### config.mk
export PLATFORM = sky130hd
export DESIGN_NAME = seg_scan_display
export DESIGN_NICKNAME = d
export VERILOG_FILES = /design/src/rtl/seg_pkg.sv /design/src/rtl/seg9_hex_lut.sv /design/src/rtl/seg_scan_display.sv
export SDC_FILE = /design/constraint.sdc
export NUM_CORES = 1
export LEC_CHECK = 0
export ABC_CLOCK_PERIOD_IN_PS = 3850
export BUFFER_PORTS_ARGS = -buffer_cell sky130_fd_sc_hd__buf_2
export CAP_MARGIN = 20
export CORE_UTILIZATION = 45
export DETAILED_ROUTE_END_ITERATION = 10
export PLACE_DENSITY = 0.65
export RECOVER_POWER = 50
export SYNTH_ARGS = -nofsm -noshare
export SYNTH_HDL_FRONTEND = slang
export SYNTH_SLANG_ARGS = --single-unit
### constraint.sdc
create_clock -name clk -period 3.85 [get_ports clk]
set_input_delay 0.1925 -clock clk [delete_from_list [all_inputs] [get_ports clk]]
set_output_delay 0.1925 -clock clk [all_outputs]
set_load 0.1 [all_outputs]
### src/rtl/seg_pkg.sv
// Shared constants for the 9-segment scan driver:
// glyph table, segment bit positions and the all-off pattern.
package seg_pkg;

  localparam int SEG_A  = 8;
  localparam int SEG_B  = 7;
  localparam int SEG_C  = 6;
  localparam int SEG_D  = 5;
  localparam int SEG_E  = 4;
  localparam int SEG_F  = 3;
  localparam int SEG_G  = 2;
  localparam int SEG_DP = 1;

  localparam logic [8:0] SEG_OFF = 9'b0;

  // a..g, MSB = a
  localparam logic [6:0] GLYPH [16] = '{
    7'b1111110, 7'b0110000, 7'b1101101, 7'b1111001,
    7'b0110011, 7'b1011011, 7'b1011111, 7'b1110000,
    7'b1111111, 7'b1111011, 7'b1110111, 7'b0011111,
    7'b1001110, 7'b0111101, 7'b1001111, 7'b1000111
  };

endpackage

### src/rtl/seg9_hex_lut.sv
// Hex nibble to a..g glyph lookup with a forced-blank input.
// Purely combinational.
module seg9_hex_lut
  import seg_pkg::*;
(
  input  logic [3:0] nib,
  input  logic       blank,
  output logic [6:0] glyph
);

  assign glyph = blank ? 7'b0 : GLYPH[nib];

endmodule

### src/rtl/seg_scan_display.sv
// Time-multiplexed hex display driver with shadow/display
// double buffering, leading-zero blanking and slot blank gap.
module seg_scan_display
  import seg_pkg::*;
#(
  parameter int DIGITS         = 4,
  parameter int SCAN_DIV       = 50000,
  parameter int BLANK_CYC      = 4,
  parameter int DIG_ACTIVE_LOW = 1
) (
  input  logic                  clk,
  input  logic                  rst,
  input  logic [4*DIGITS-1:0]   in_value,
  input  logic [DIGITS-1:0]     in_dp,
  input  logic                  in_valid,
  output logic                  in_ready,
  input  logic                  lz_blank,
  output logic [8:0]            seg,
  output logic [DIGITS-1:0]     dig_sel,
  output logic                  frame_start
);

  localparam int CW = $clog2(SCAN_DIV);
  localparam int IW = (DIGITS > 1) ? $clog2(DIGITS) : 1;
  localparam int VW = 4 * DIGITS;
  localparam logic [DIGITS-1:0] DIG_OFF =
    (DIG_ACTIVE_LOW != 0) ? {DIGITS{1'b1}} : '0;

  logic [CW-1:0]     cnt;
  logic [IW-1:0]     idx;
  logic              pending;
  logic [VW-1:0]     sh_val;
  logic [DIGITS-1:0] sh_dp;
  logic [VW-1:0]     dv;
  logic [DIGITS-1:0] ddp;

  logic              slot_end;
  logic              frame_end;
  logic              accept;
  logic [DIGITS-1:0] nz;
  logic [DIGITS-1:0] oh;
  logic [3:0]        nib;
  logic              dp_k;
  logic              blank_k;
  logic [6:0]        g7;
  logic [8:0]        seg_d;

  assign slot_end  = (cnt == CW'(SCAN_DIV - 1));
  assign frame_end = slot_end && (idx == IW'(DIGITS - 1));
  assign in_ready  = !pending;
  assign accept    = in_valid && !pending;

  // nz[k]: some nibble from the MSB down to k is non-zero
  always_comb begin
    logic run;
    run = 1'b0;
    nz  = '0;
    for (int k = DIGITS - 1; k >= 0; k--) begin
      run   = run | (|dv[4*k +: 4]);
      nz[k] = run;
    end
  end

  always_comb begin
    nib     = '0;
    dp_k    = 1'b0;
    blank_k = 1'b0;
    oh      = '0;
    for (int k = 0; k < DIGITS; k++) begin
      if (idx == IW'(k)) begin
        nib     = dv[4*k +: 4];
        dp_k    = ddp[k];
        blank_k = lz_blank && (k != 0) && !nz[k];
        oh[k]   = 1'b1;
      end
    end
  end

  seg9_hex_lut u_lut (
    .nib   (nib),
    .blank (blank_k),
    .glyph (g7)
  );

  always_comb begin
    seg_d              = SEG_OFF;
    seg_d[SEG_A:SEG_G] = g7;
    seg_d[SEG_DP]      = dp_k;
  end

  always_ff @(posedge clk) begin
    if (rst) begin
      cnt         <= '0;
      idx         <= '0;
      pending     <= 1'b0;
      sh_val      <= '0;
      sh_dp       <= '0;
      dv          <= '0;
      ddp         <= '0;
      seg         <= SEG_OFF;
      dig_sel     <= DIG_OFF;
      frame_start <= 1'b0;
    end else begin
      cnt <= slot_end ? '0 : cnt + CW'(1);
      if (slot_end)
        idx <= (idx == IW'(DIGITS - 1)) ? '0 : idx + IW'(1);

      // accept and frame load are exclusive: one needs pending low,
      // the other pending high
      if (accept) begin
        sh_val  <= in_value;
        sh_dp   <= in_dp;
        pending <= 1'b1;
      end else if (frame_end && pending) begin
        dv      <= sh_val;
        ddp     <= sh_dp;
        pending <= 1'b0;
      end

      frame_start <= (cnt == '0) && (idx == '0);
      if (cnt < CW'(BLANK_CYC)) begin
        seg     <= SEG_OFF;
        dig_sel <= DIG_OFF;
      end else begin
        seg     <= seg_d;
        dig_sel <= (DIG_ACTIVE_LOW != 0) ? ~oh : oh;
      end
    end
  end

endmodule

Word-level counts from Yosys, hierarchy flattened
Memory sizes are Yosys's and may differ from the RTL's. A register that Yosys moved wholly into a read port is not among the register bits.
Index checks and enable logic that the tools add are counted.
{"block": "op_classes", "bitwise": 5, "reduce_logical": 21, "add_sub_neg": 2, "eq_ne": 4, "n_mux": 18, "order_cmp": 1}
{"cell": "$add 16x1->16 const B", "n": 1}
{"cell": "$eq 16x16->1 const B", "n": 1}
{"cell": "$logic_not 16->1", "n": 1}
{"cell": "$lt 16x3->1 const B", "n": 1}
{"cell": "$mux 4", "n": 4}
{"cell": "$mux 1", "n": 13}
{"cell": "$reduce_or 4->1", "n": 3}
{"cell": "$logic_and 1x1->1", "n": 7}
{"cell": "$not 4->5", "n": 1}
{"cell": "$eq 2x2->1 const B", "n": 2}
{"cell": "$logic_not 1->1", "n": 4}
{"cell": "$not 4->4", "n": 1}
{"cell": "$reduce_or 2->1", "n": 2}
{"cell": "$reduce_or 3->1", "n": 1}
{"cell": "$add 2x1->2 const B", "n": 1}
{"cell": "$eq 2x1->1 const B", "n": 1}
{"cell": "$logic_not 2->1", "n": 1}
{"cell": "$mux 2", "n": 1}
{"cell": "$or 1x1->1", "n": 2}
{"cell": "$reduce_and 2->1", "n": 1}
{"cell": "$reduce_bool 2->1", "n": 1}
{"cell": "$not 1->1", "n": 1}
{"block": "totals", "romBits": 112, "output_inout_bits": 15, "n_memories": 1, "regBits": 66}
{"name": "(name not given)", "depth": 16, "word_bits": 7, "read_ports": 1, "rd_ports_with_merged_regs": 1, "wr": 0, "line": "seg9_hex_lut.sv:11", "rtl": "assign glyph = blank ? 7'b0 : GLYPH[nib];"}

Depth between registers and ports, before layout
Gate-level depths: netlist of run 1.
{"block": "depth", "ltp_word": 9, "mapped_depth": 10}

By module
A second synthesis of run 1 with hierarchy kept.
{"block": "unflattened", "cells_unflattened": 392, "area_unflattened_um2": 3408.3}
{"mod": "seg_scan_display", "area_per_inst_um2": 3134.3, "seq_area_each_um2": 1441.4, "cells_per_inst": 356, "n_inst": 1}
{"mod": "seg9_hex_lut", "area_per_inst_um2": 274.0, "seq_area_each_um2": 0.0, "cells_per_inst": 36, "n_inst": 1}

Worst setup path after synthesis of run 1
No wires, ideal clock.
{"block": "synth_timing", "path_type": "register to register", "from": "register idx[1]", "to": "register seg[4]", "n_path_buf": 1, "path_slack_ns": 1.666, "path_stages_with_launch": 11, "t_arrival_ns": 2.053, "path_cell_list": "dfxtp_1 -> inv_1 -> ha_1 -> buf_2 -> nand3b_1 -> a221oi_2 -> inv_2 -> ha_1 -> mux2_2 -> a21oi_1 -> nor2_1"}
{"block": "synth_between", "elab_chain_len": 6, "elab_cells_between_ends": 13, "classes_between": "eq/ne: 3; mux: 7; bitwise: 1; reduce/logical: 2"}
{"element": "start: declaration", "line": "seg_scan_display.sv:30", "rtl": "logic [IW-1:0] idx;"}
{"element": "start signal: assignment", "line": "seg_scan_display.sv:106", "rtl": "idx <= (idx == IW'(DIGITS - 1)) ? '0 : idx + IW'(1);"}
{"element": "$logic_not 2->1", "line": "seg_scan_display.sv:70", "rtl": "if (idx == IW'(k)) begin"}
{"element": "$mux 4 (4 in series)", "line": "seg_scan_display.sv:70"}
{"element": "$not 4->5 (not written as such)", "line": "seg9_hex_lut.sv:11"}
{"element": "end: declaration", "line": "seg_scan_display.sv:18", "rtl": "output logic [8:0] seg,"}
Parallel ways exist; a longest one is shown, timed or not.
A chain may end at the register's enable or synchronous reset.

Worst setup path in the final report of run 1
{"block": "layout_timing", "from": "register idx[0]", "to": "register seg[4]"}
Same word-level chain as after synthesis.

==> flow_metrics.env, run 1 <==
export IMPL_htreeDepth=3
export IMPL_drt_iter0_drc=112
export IMPL_ys_warn_count=0
export IMPL_relSlewSlack_pct=22.63
export IMPL_grt_pass1_vias=2314
export IMPL_rr_startpoint="idx[0]"
export IMPL_drtPass1Iterations=4
export IMPL_syn_cell_area_sq_um=3168
export IMPL_cts_root_buf="clkbuf_8"
export IMPL_cts_setup_buffers=0
export IMPL_tightestPinTransition_ns=1.166
export IMPL_period_minus_slack_ns=2.513
export IMPL_reg2reg_depth=8
export IMPL_final_util_pct=52.60
export IMPL_path_max_fanout=17
export IMPL_area_growth_pct=12.80
export IMPL_synth_cells=357
export IMPL_dieArea_sq_um=7380
export IMPL_ys_seq_area_share_pct=45.50
export IMPL_timing_final_crit_share_pct=65.27
export IMPL_power_internal_mw=1.184
export IMPL_worst_setup_path_start_kind="register"
export IMPL_finalNetCount=425
export IMPL_vias_per_cell=4.955
export IMPL_end_kind="register"
export IMPL_cts_buffers=9
export IMPL_insertion_delay_ns=0.34
export IMPL_vias=2418
export IMPL_die_w_um=85.91
export IMPL_drc=0
export IMPL_clockBufferDepth=2
export IMPL_holdWs_ns=0.08380
export IMPL_final_layout_size_suffix_gt1_share_pct=11.99
export IMPL_cts_tree="yes"
export IMPL_track_usage_pct=18.61
export IMPL_cts_hold_buf=0
export IMPL_syn_num_nets=394
export IMPL_placeableCoreArea_sq_um=6794
export IMPL_antenna_found_initial=0
export IMPL_grt_pass1_wl_um=10710
export IMPL_synthDistinctLibCells=42
export IMPL_avgSynthCellArea_sq_um=8.874
export IMPL_p_sw_uw=346.1
export IMPL_hp_class="input pin to register"
export IMPL_ant_nets=0
export IMPL_cp_arrival_ns=2.72
export IMPL_rows=30
export IMPL_port_buffer_count=37
export IMPL_final_hold_viol_count=0
export IMPL_vdd_drop_max_mv=0.2647
export IMPL_hpwlAfterDp_um=4196
export IMPL_gp_congestion=0.8877
export IMPL_post_cts_resized=0
export IMPL_synth_ff_latch_count=72
export IMPL_setup_tns_final_ns=0
export IMPL_start_util_pct=46.63
export IMPL_p_comb_share_pct=6.6
export IMPL_antenna_cells=0
export IMPL_power_leakage_nw=1.302
export IMPL_die_h_um=85.91
export IMPL_routed_wl_um=6168
export IMPL_fin_total_pwr_mw=1.530
export IMPL_maxCapViolCount=0
export IMPL_placed_cell_area_sq_um=3390
export IMPL_cts_sinks=72
export IMPL_path_clk_slew_ns=0.07
export IMPL_max_freq_ghz=0.3980
export IMPL_seqPwrFrac_pct=50.6
export IMPL_drv_slew=0
export IMPL_status="finished, final reports clean"
export IMPL_ioPinCount=39
export IMPL_fillers=648
export IMPL_finalClockSkew_ns=0.006872
export IMPL_whs_path_depth=3
export IMPL_wl_per_cell_um=12.64
export IMPL_powerDensity_nw_per_um2=428.2
export IMPL_final_area_sq_um=3573
export IMPL_required_ns=4.06
export IMPL_setup_viol=0
export IMPL_hold_start="in_value[3]"
export IMPL_gr_total_overflow=0
export IMPL_path_class="register to register"
export IMPL_rsz0062_at_grt="false"
export IMPL_swShare_pct=22.62
export IMPL_grt_max_degree=48
export IMPL_p_clk_share_pct=42.8
export IMPL_crit_start="idx[0]"
==> placed cells by master, fill, tap and decap left out, types with 2 or more instances in the layout <==
cell type	netlist	routed
nand2b_1	2	2
xnor2_1	11	11
a221oi_2	2	2
a21oi_1	26	26
inv_1	10	10
nor2b_1	5	5
nand2_1	57	57
ha_1	13	13
dfxtp_1	72	72
buf_2	7	23
nor3b_1	4	4
nor4_1	5	6
clkbuf_1	7	16
nor3_1	8	8
nand3b_1	6	6
nor2_1	48	48
nand3_1	6	6
nand4_1	7	7
xor2_1	4	4
or3_1	2	2
a211oi_1	5	5
o21ai_1	2	2
mux2i_1	24	24
bufinv_16	0	2
and2_1	2	2
clkbuf_8	0	11
a311o_1	2	2
==> worst paths after layout <==
check	to	slack, ns
min	sh_val[3]	0.08
max	seg[4]	1.34
min reg2reg	sh_dp[0]	0.46
max reg2reg	seg[4]	1.34
==> per-stage QoR <==
step / setup WS, ns / std cells
finish: 1.337 / 488
floorplan: 1.666 / 357
CTS: 1.343 / 488
detailed placement: 1.377 / 473
global placement: 1.472 / 473
global route: 1.098 / 488
==> registers in the layout, indices dropped and copies added, names as in the netlist <==
register and cells:
pending 1, sh_val 16, seg 8, sh_dp 4, cnt 16, ddp 4, frame_start 1, dv 16
idx 2, dig_sel 4
==> logic make-up (layout without fill, tap and decap cells) <==
| group | Yosys count | after routing | share of synthesized area, % |
|---|---|---|---|
| compound gates | 44 | 44 | 9.123 |
| xor+xnor | 15 | 15 | 4.147 |
| fa+ha+maj | 13 | 13 | 5.134 |
| buf+inv | 30 | 65 | 4.424 |
| flops | 72 | 72 | 45.50 |
| mux | 25 | 25 | 7.938 |
| other cells | 1 | 1 | 0.1184 |
| simple gates | 157 | 157 | 23.62 |
==> Yosys cell counts, drive strengths merged <==
| cell type | n | area share, % |
|---|---|---|
| buf | 12 | 2.3 |
| nand2b | 2 | 0.39 |
| a221oi | 3 | 1.2 |
| nor2 | 49 | 5.9 |
| nor4 | 7 | 2.3 |
| a211oi | 5 | 1.2 |
| nor3 | 9 | 1.6 |
| o221ai | 1 | 0.28 |
| a21oi | 26 | 4.1 |
| clkbuf | 7 | 0.83 |
| o21ai | 3 | 0.47 |
| dfxtp | 72 | 45 |
| a21boi | 1 | 0.24 |
| nand3b | 6 | 1.4 |
| mux2 | 1 | 0.36 |
| a311o | 2 | 0.63 |
| xnor2 | 11 | 3.0 |
| nand4 | 7 | 1.4 |
| ha | 13 | 5.1 |
| and2 | 2 | 0.39 |
| nor2b | 5 | 0.99 |
| or3 | 2 | 0.39 |
| nand2 | 58 | 7.0 |
| xor2 | 4 | 1.1 |
| nor3b | 4 | 0.95 |
| a311oi | 2 | 0.75 |
| o211ai | 1 | 0.24 |
| nand3 | 6 | 0.95 |
| mux2i | 24 | 7.6 |
| inv | 11 | 1.3 |
| conb | 1 | 0.12 |
==> per-layer routing <==
metal | global-route usage, % | routed length, um | up-vias
li1 | - | - | 1265
met1 | 22.85 | 2965 | 1112
met2 | 31.53 | 2945 | 35
met3 | 6.064 | 191 | 6
met4 | 4.545 | 65 | 0
met5 | 0 | 0 | -
==> final cells by class <==
cell class | instances | area, sq um | share of cell area [%]
clock buffer | 12 | 155.1 | 4.342
clock inverter | 3 | 65.06 | 1.821
inverter | 11 | 41.29 | 1.155
multi-input combinational | 255 | 1572 | 43.98
sequential | 72 | 1441 | 40.34
tap | 96 | 120.1 | 3.361
timing repair buffer | 39 | 178.9 | 5.007
==> worst max-delay path, stage by stage, from the launching register on <==
cell	delay, ns
dfxtp_1	0.39
ha_1	0.57
a211oi_1	0.12
a221oi_2	0.50
inv_2	0.13
ha_1	0.22
mux2_2	0.25
a21oi_1	0.14
nor2_1	0.05
==> power by group through the flow <==
stage / clock [mW] / combinational, mW / sequential, mW
after floorplan: 0 / 0.0506 / 0.817
after global placement: 0 / 0.103 / 0.791
after detailed placement: 0 / 0.104 / 0.791
after CTS: 0.674 / 0.104 / 0.774
after global routing: 0.707 / 0.112 / 0.776
final: 0.655 / 0.101 / 0.774
Power figures use the tool's default switching activity.
==> run 2, diff against run 1 <==
--- a/config.mk
+++ b/config.mk
@@ -5,12 +5,13 @@
 export SDC_FILE = /design/constraint.sdc
 export NUM_CORES = 1
 export LEC_CHECK = 0
-export ABC_CLOCK_PERIOD_IN_PS = 3850
+export ABC_AREA = 1
+export ABC_CLOCK_PERIOD_IN_PS = 2200
 export BUFFER_PORTS_ARGS = -buffer_cell sky130_fd_sc_hd__buf_2
 export CAP_MARGIN = 20
 export CORE_UTILIZATION = 45
 export DETAILED_ROUTE_END_ITERATION = 10
-export PLACE_DENSITY = 0.65
+export PLACE_DENSITY = 0.68
 export RECOVER_POWER = 50
 export SYNTH_ARGS = -nofsm -noshare
 export SYNTH_HDL_FRONTEND = slang
==> constraint.sdc (replaced) <==
create_clock -name clk -period 2.2 [get_ports clk]
set_input_delay 0.11 -clock clk [delete_from_list [all_inputs] [get_ports clk]]
set_output_delay 0.11 -clock clk [all_outputs]
set_load 0.1 [all_outputs]
==> flow_metrics.env, run 2 <==
export IMPL_reg_top3="cnt x16, dv x16, sh_val x16"
export IMPL_die_h_um=88.18
export IMPL_r2r_slack_ns=0.21
export IMPL_drv_slew=0
export IMPL_wl_per_cell_um=11.01
export IMPL_grt_pass1_vias=2724
export IMPL_end_kind="register"
export IMPL_maxCapViolCount=0
export IMPL_hp_class="input pin to register"
export IMPL_ys_seq_area_share_pct=43.13
export IMPL_vias=2973
export IMPL_power_leakage_nw=1.881
export IMPL_relSlewSlack_pct=22.09
export IMPL_synthTopCellsByCount="nor2_1 (108), nand2_1 (101), dfxtp_1 (72), inv_1 (47), nand3_1 (28)"
export IMPL_gp_congestion=0.8455
export IMPL_finalClockSkew_ns=0.007288
export IMPL_period_minus_slack_ns=1.986
export IMPL_synth_ff_latch_count=72
export IMPL_synth_area_leader_cell="dfxtp_1"
export IMPL_drtPass1Iterations=4
export IMPL_synthDistinctLibCells=34
export IMPL_path_clk_slew_ns=0.07
export IMPL_avgSynthCellArea_sq_um=7.021
export IMPL_hpwlAfterDp_um=4590
export IMPL_rsz0062_at_grt="false"
export IMPL_drc=0
export IMPL_insertion_delay_ns=0.35
export IMPL_final_layout_size_suffix_gt1_share_pct=10.59
export IMPL_cts_sinks=72
export IMPL_antenna_cells=0
export IMPL_syn_cell_area_sq_um=3342
export IMPL_ant_nets=0
export IMPL_cts_root_buf="clkbuf_8"
export IMPL_antenna_found_initial=0
export IMPL_track_usage_pct=19.76
export IMPL_ioPinCount=39
export IMPL_timing_final_crit_share_pct=90.29
export IMPL_syn_num_nets=513
export IMPL_dieArea_sq_um=7775
export IMPL_tightestPinTransition_ns=1.174
export IMPL_synth_cells=476
export IMPL_vias_per_cell=4.667
export IMPL_setup_viol=0
export IMPL_placeableCoreArea_sq_um=7214
export IMPL_ys_warn_count=0
export IMPL_powerDensity_nw_per_um2=622.8
export IMPL_clockBufferDepth=2
export IMPL_die_w_um=88.18
export IMPL_async_reset_ff_share_pct=0
export IMPL_drt_iter0_drc=149
export IMPL_port_buffer_count=37
export IMPL_path_class="register to register"
export IMPL_cp_arrival_ns=2.26
export IMPL_path_max_fanout=7
export IMPL_grt_max_degree=45
export IMPL_synth_edff_count=0
export IMPL_finalNetCount=571
export IMPL_final_cell_mix="nor2_1 (108), nand2_1 (104), dfxtp_1 (71)"
export IMPL_status="finished, final reports clean"
export IMPL_fin_total_pwr_mw=2.474
export IMPL_vdd_drop_max_mv=0.4643
export IMPL_cts_buffers=9
export IMPL_routed_wl_um=7011
export IMPL_required_ns=2.47
export IMPL_yosys_top_cells_area="dfxtp_1 (43%), nor2_1 (12%), nand2_1 (11%)"
export IMPL_final_hold_viol_count=0
export IMPL_htreeDepth=3
export IMPL_grt_pass1_wl_um=11760
export IMPL_synthFlopType="dfxtp_1"
export IMPL_rows=31
export IMPL_setup_tns_final_ns=0
export IMPL_max_freq_ghz=0.5034
export IMPL_yosysMostFrequentCell="nor2_1"
export IMPL_final_common_cell="nor2_1"
export IMPL_gr_total_overflow=0
export IMPL_area_growth_pct=18.87
export IMPL_worst_setup_path_start_kind="register"
export IMPL_yosys_area_top_type_share_pct=43.13
export IMPL_start_util_pct=46.32
export IMPL_holdWs_ns=0.1556
export IMPL_cts_tree="yes"
-- run 2: changes by cell type in the layout (fill, tap and decap cells not counted), sizes merged, moves of 10 or more --
cell,delta
mux2i,-24
nand2,+48
nand3,+22
nor2,+61
xnor2,-10
o21ai,+25
inv,+37
dlygate4sd3,+21
-- run 2: power breakdown --
part	switching [mW]	internal [mW]
sequential	0.0215	1.34
combinational	0.138	0.0689
clock	0.464	0.437
-- run 2: cell type report --
cell class | count | area, sq um
Fill cell | 722 | 3242
Sequential cell | 72 | 1443
Multi-Input combinational cell | 339 | 1645
Inverter | 49 | 183.9
Timing Repair Buffer | 63 | 411.6
Tap cell | 99 | 123.9
Clock buffer | 13 | 148.9
Clock inverter | 2 | 16.27
-- run 2: final timing paths --
| kind | start | cells past startpoint | to |
|---|---|---|---|
| worst max-delay path | idx[1] | 11 | seg[5] |
| worst min-delay path | rst | 3 | dig_sel[1] |
| worst max register to register | idx[1] | 11 | seg[5] |
| worst min register to register | cnt[0] | 1 | cnt[0] |
-- run 2: worst max-delay path: stages, from the launching register on --
cell	delay (ns)
dfxtp_1	0.33
inv_1	0.10
ha_2	0.27
inv_1	0.11
nand3_1	0.08
nand2_1	0.11
a21boi_4	0.20
inv_1	0.10
ha_1	0.21
nand3_1	0.15
nand3_1	0.11
a21oi_1	0.16
-- run 2: per-layer routing --
metal  up-vias  global-route usage [%]  wire (um)
met5         -                       0          0
met1      1307                   23.97       3425
li1       1594                       -          -
met3        12                   4.430        268
met4         0                   10.12        156
met2        60                   32.80       3160
-- run 2: through the flow --
step	cells	area (sq um)	worst slack, ns	utilization (%)
2_1_floorplan	476	3342	0.2339	-
3_3_place_gp	599	3581	0.05019	49.64
3_5_place_dp	599	3581	-0.004646	49.64
4_1_cts	635	3964	0.01650	54.94
5_1_grt	637	3973	0.03138	55.06
6_report	637	3973	0.2136	55.06
-- run 2: what timing repair did --
item,CTS,global route
pin swaps,0,1
hold buffers,21,0
setup buffers,0,1
resized for setup,2,6
hold endpoints to repair,21,0
setup endpoints to repair,3,5
-- run 2: cells by family (layout without fill, tap and decap cells) --
family                   after synthesis  after routing  share of synthesized area (%)
other                                  1              1                         0.1122
AND/OR/NAND/NOR                      265            265                          33.43
buffers and inverters                 65            127                          8.274
flip-flops                            72             72                          43.13
AO/OA/AOI/OAI                         56             56                          9.136
XOR/XNOR                               4              4                          1.048
adder cells (fa/ha/maj)               13             13                          4.867
==> run 3, diff against run 2 <==
--- a/config.mk
+++ b/config.mk
@@ -7,12 +7,13 @@
 export LEC_CHECK = 0
 export ABC_AREA = 1
 export ABC_CLOCK_PERIOD_IN_PS = 2200
-export BUFFER_PORTS_ARGS = -buffer_cell sky130_fd_sc_hd__buf_2
 export CAP_MARGIN = 20
 export CORE_UTILIZATION = 45
 export DETAILED_ROUTE_END_ITERATION = 10
-export PLACE_DENSITY = 0.68
+export DONT_BUFFER_PORTS = 1
+export PLACE_DENSITY = 0.63
 export RECOVER_POWER = 50
+export SLEW_MARGIN = 0
 export SYNTH_ARGS = -nofsm -noshare
 export SYNTH_HDL_FRONTEND = slang
 export SYNTH_SLANG_ARGS = --single-unit
==> flow_metrics.env, run 3 (synthesis results as in run 2) <==
export IMPL_status="finished, final reports clean"
export IMPL_end_kind="register"
export IMPL_gp_congestion=0.8650
export IMPL_area_growth_pct=16.51
export IMPL_placeableCoreArea_sq_um=7214
export IMPL_ioPinCount=39
export IMPL_fin_total_pwr_mw=2.703
export IMPL_final_layout_size_suffix_gt1_share_pct=6.226
export IMPL_cts_sinks=72
export IMPL_final_cell_mix="nor2_1 (108), nand2_1 (103), dfxtp_1 (72)"
export IMPL_timing_final_crit_share_pct=91.55
export IMPL_slowest_stage="dfxtp_1"
export IMPL_reg_top3="cnt x16, dv x16, sh_val x16"
export IMPL_vdd_drop_max_mv=0.4451
export IMPL_track_usage_pct=19.99
export IMPL_grt_max_degree=45
export IMPL_period_minus_slack_ns=2.014
export IMPL_required_ns=2.48
export IMPL_clockBufferDepth=2
export IMPL_hp_class="input pin to register"
export IMPL_dieArea_sq_um=7775
export IMPL_max_freq_ghz=0.4965
export IMPL_cts_tree="yes"
export IMPL_crit_chain="inv_1 > ha_1 > inv_1 > nand3_1 > nand2_1 > nand2_1 > ha_1 > nand3_1 > nand3_1 > a21oi_1"
export IMPL_die_h_um=88.18
export IMPL_gr_total_overflow=0
export IMPL_hpwlAfterDp_um=4716
export IMPL_routed_wl_um=6987
export IMPL_tightestPinTransition_ns=1.169
export IMPL_drv_slew=0
export IMPL_final_hold_viol_count=0
export IMPL_fin_ws_ns=0.1860
export IMPL_cp_num_buf_inv=2
export IMPL_die_w_um=88.18
export IMPL_drc=0
export IMPL_htreeDepth=3
export IMPL_cts_buffers=9
export IMPL_worst_setup_path_start_kind="register"
export IMPL_holdWs_ns=0.2032
export IMPL_cts_setup_buffers=0
export IMPL_grt_pass1_vias=2776
export IMPL_relSlewSlack_pct=22.39
export IMPL_ant_nets=0
export IMPL_crit_top_cell="nand3_1"
export IMPL_start_util_pct=46.32
export IMPL_maxCapViolCount=0
export IMPL_grt_pass1_wl_um=12010
export IMPL_insertion_delay_ns=0.35
export IMPL_cp_arrival_ns=2.29
export IMPL_antenna_cells=0
export IMPL_final_common_cell="nor2_1"
export IMPL_wl_per_cell_um=11.40
export IMPL_drt_iter0_drc=92
export IMPL_rsz0062_at_grt="false"
export IMPL_drtPass1Iterations=4
export IMPL_setup_tns_final_ns=0
export IMPL_vias=2916
export IMPL_path_max_fanout=8
export IMPL_power_leakage_nw=1.811
export IMPL_cts_root_buf="clkbuf_8"
export IMPL_dp_slack_ns=0.1321
export IMPL_path_class="register to register"
export IMPL_setup_viol=0
export IMPL_powerDensity_nw_per_um2=694.2
export IMPL_rows=31
export IMPL_finalClockSkew_ns=0.006780
export IMPL_antenna_found_initial=0
export IMPL_crit_family="adder cells"
export IMPL_max_stage_delay_ns=0.39
export IMPL_vias_per_cell=4.757
export IMPL_finalNetCount=547
export IMPL_path_clk_slew_ns=0.07
export IMPL_port_buffer_count=0
==> run 3: changes by cell type in the layout (fill, tap and decap cells not counted), moves of 2 or more <==
cell,previous run,this run
bufinv_16,0,2
clkbuf_1,18,14
ha_2,2,0
ha_1,11,13
buf_2,23,0
==> run 3: path summary, 6_finish.rpt <==
path	startpoint	to	slack (ns)	cells past startpoint
max	idx[0]	seg[8]	0.19	10
min	lz_blank	seg[4]	0.20	5
max reg2reg	idx[0]	seg[8]	0.19	10
min reg2reg	cnt[0]	cnt[0]	0.47	1
==> run 3: per-layer routing <==
metal  up-vias  part of all wire (%)  global-route usage [%]  wire, um
met2        62                    46                   33.22      3201
met5         -                     0                       0         0
met1      1293                    49                   24.46      3411
li1       1551                     -                       -         -
met3        10                   3.8                   5.467       265
met4         0                   1.6                   8.065       109
==> run 3: cell type report <==
class                      count  area, sq um
tap                           99        123.9
clock inverter                 5        81.33
timing repair buffer          39        295.3
inverter                      49        183.9
sequential                    72         1441
clock buffer                  10        137.6
multi-input combinational    339         1630
fill                         734         3321
==> run 3: timing repair <==
action / CTS / global route
hold endpoints to repair: 28 / 0
resized for setup: 0 / 3
hold buffers: 22 / 0
endpoints found under the setup margin: 0 / 6
==> run 3: metrics by stage <==
step                util [%]  cells  cell area (sq um)
detailed placement     48.53    576               3501
floorplan                  -    476               3342
global route           53.97    613               3894
global placement       48.53    576               3501
CTS                    54.61    613               3940
finish                 53.97    613               3894
==> run 3: worst min-delay path, delay by kind of cell <==
| family | cells | cell delay, ns |
|---|---|---|
| and+or+nand+nor | 5 | 0.40 |
==> run 3: power by group <==
| group | internal [mW] | switching, mW | total (mW) |
|---|---|---|---|
| Clock | 0.663 | 0.488 | 1.15 |
| Combinational | 0.0559 | 0.132 | 0.188 |
| Sequential | 1.34 | 0.0214 | 1.37 |
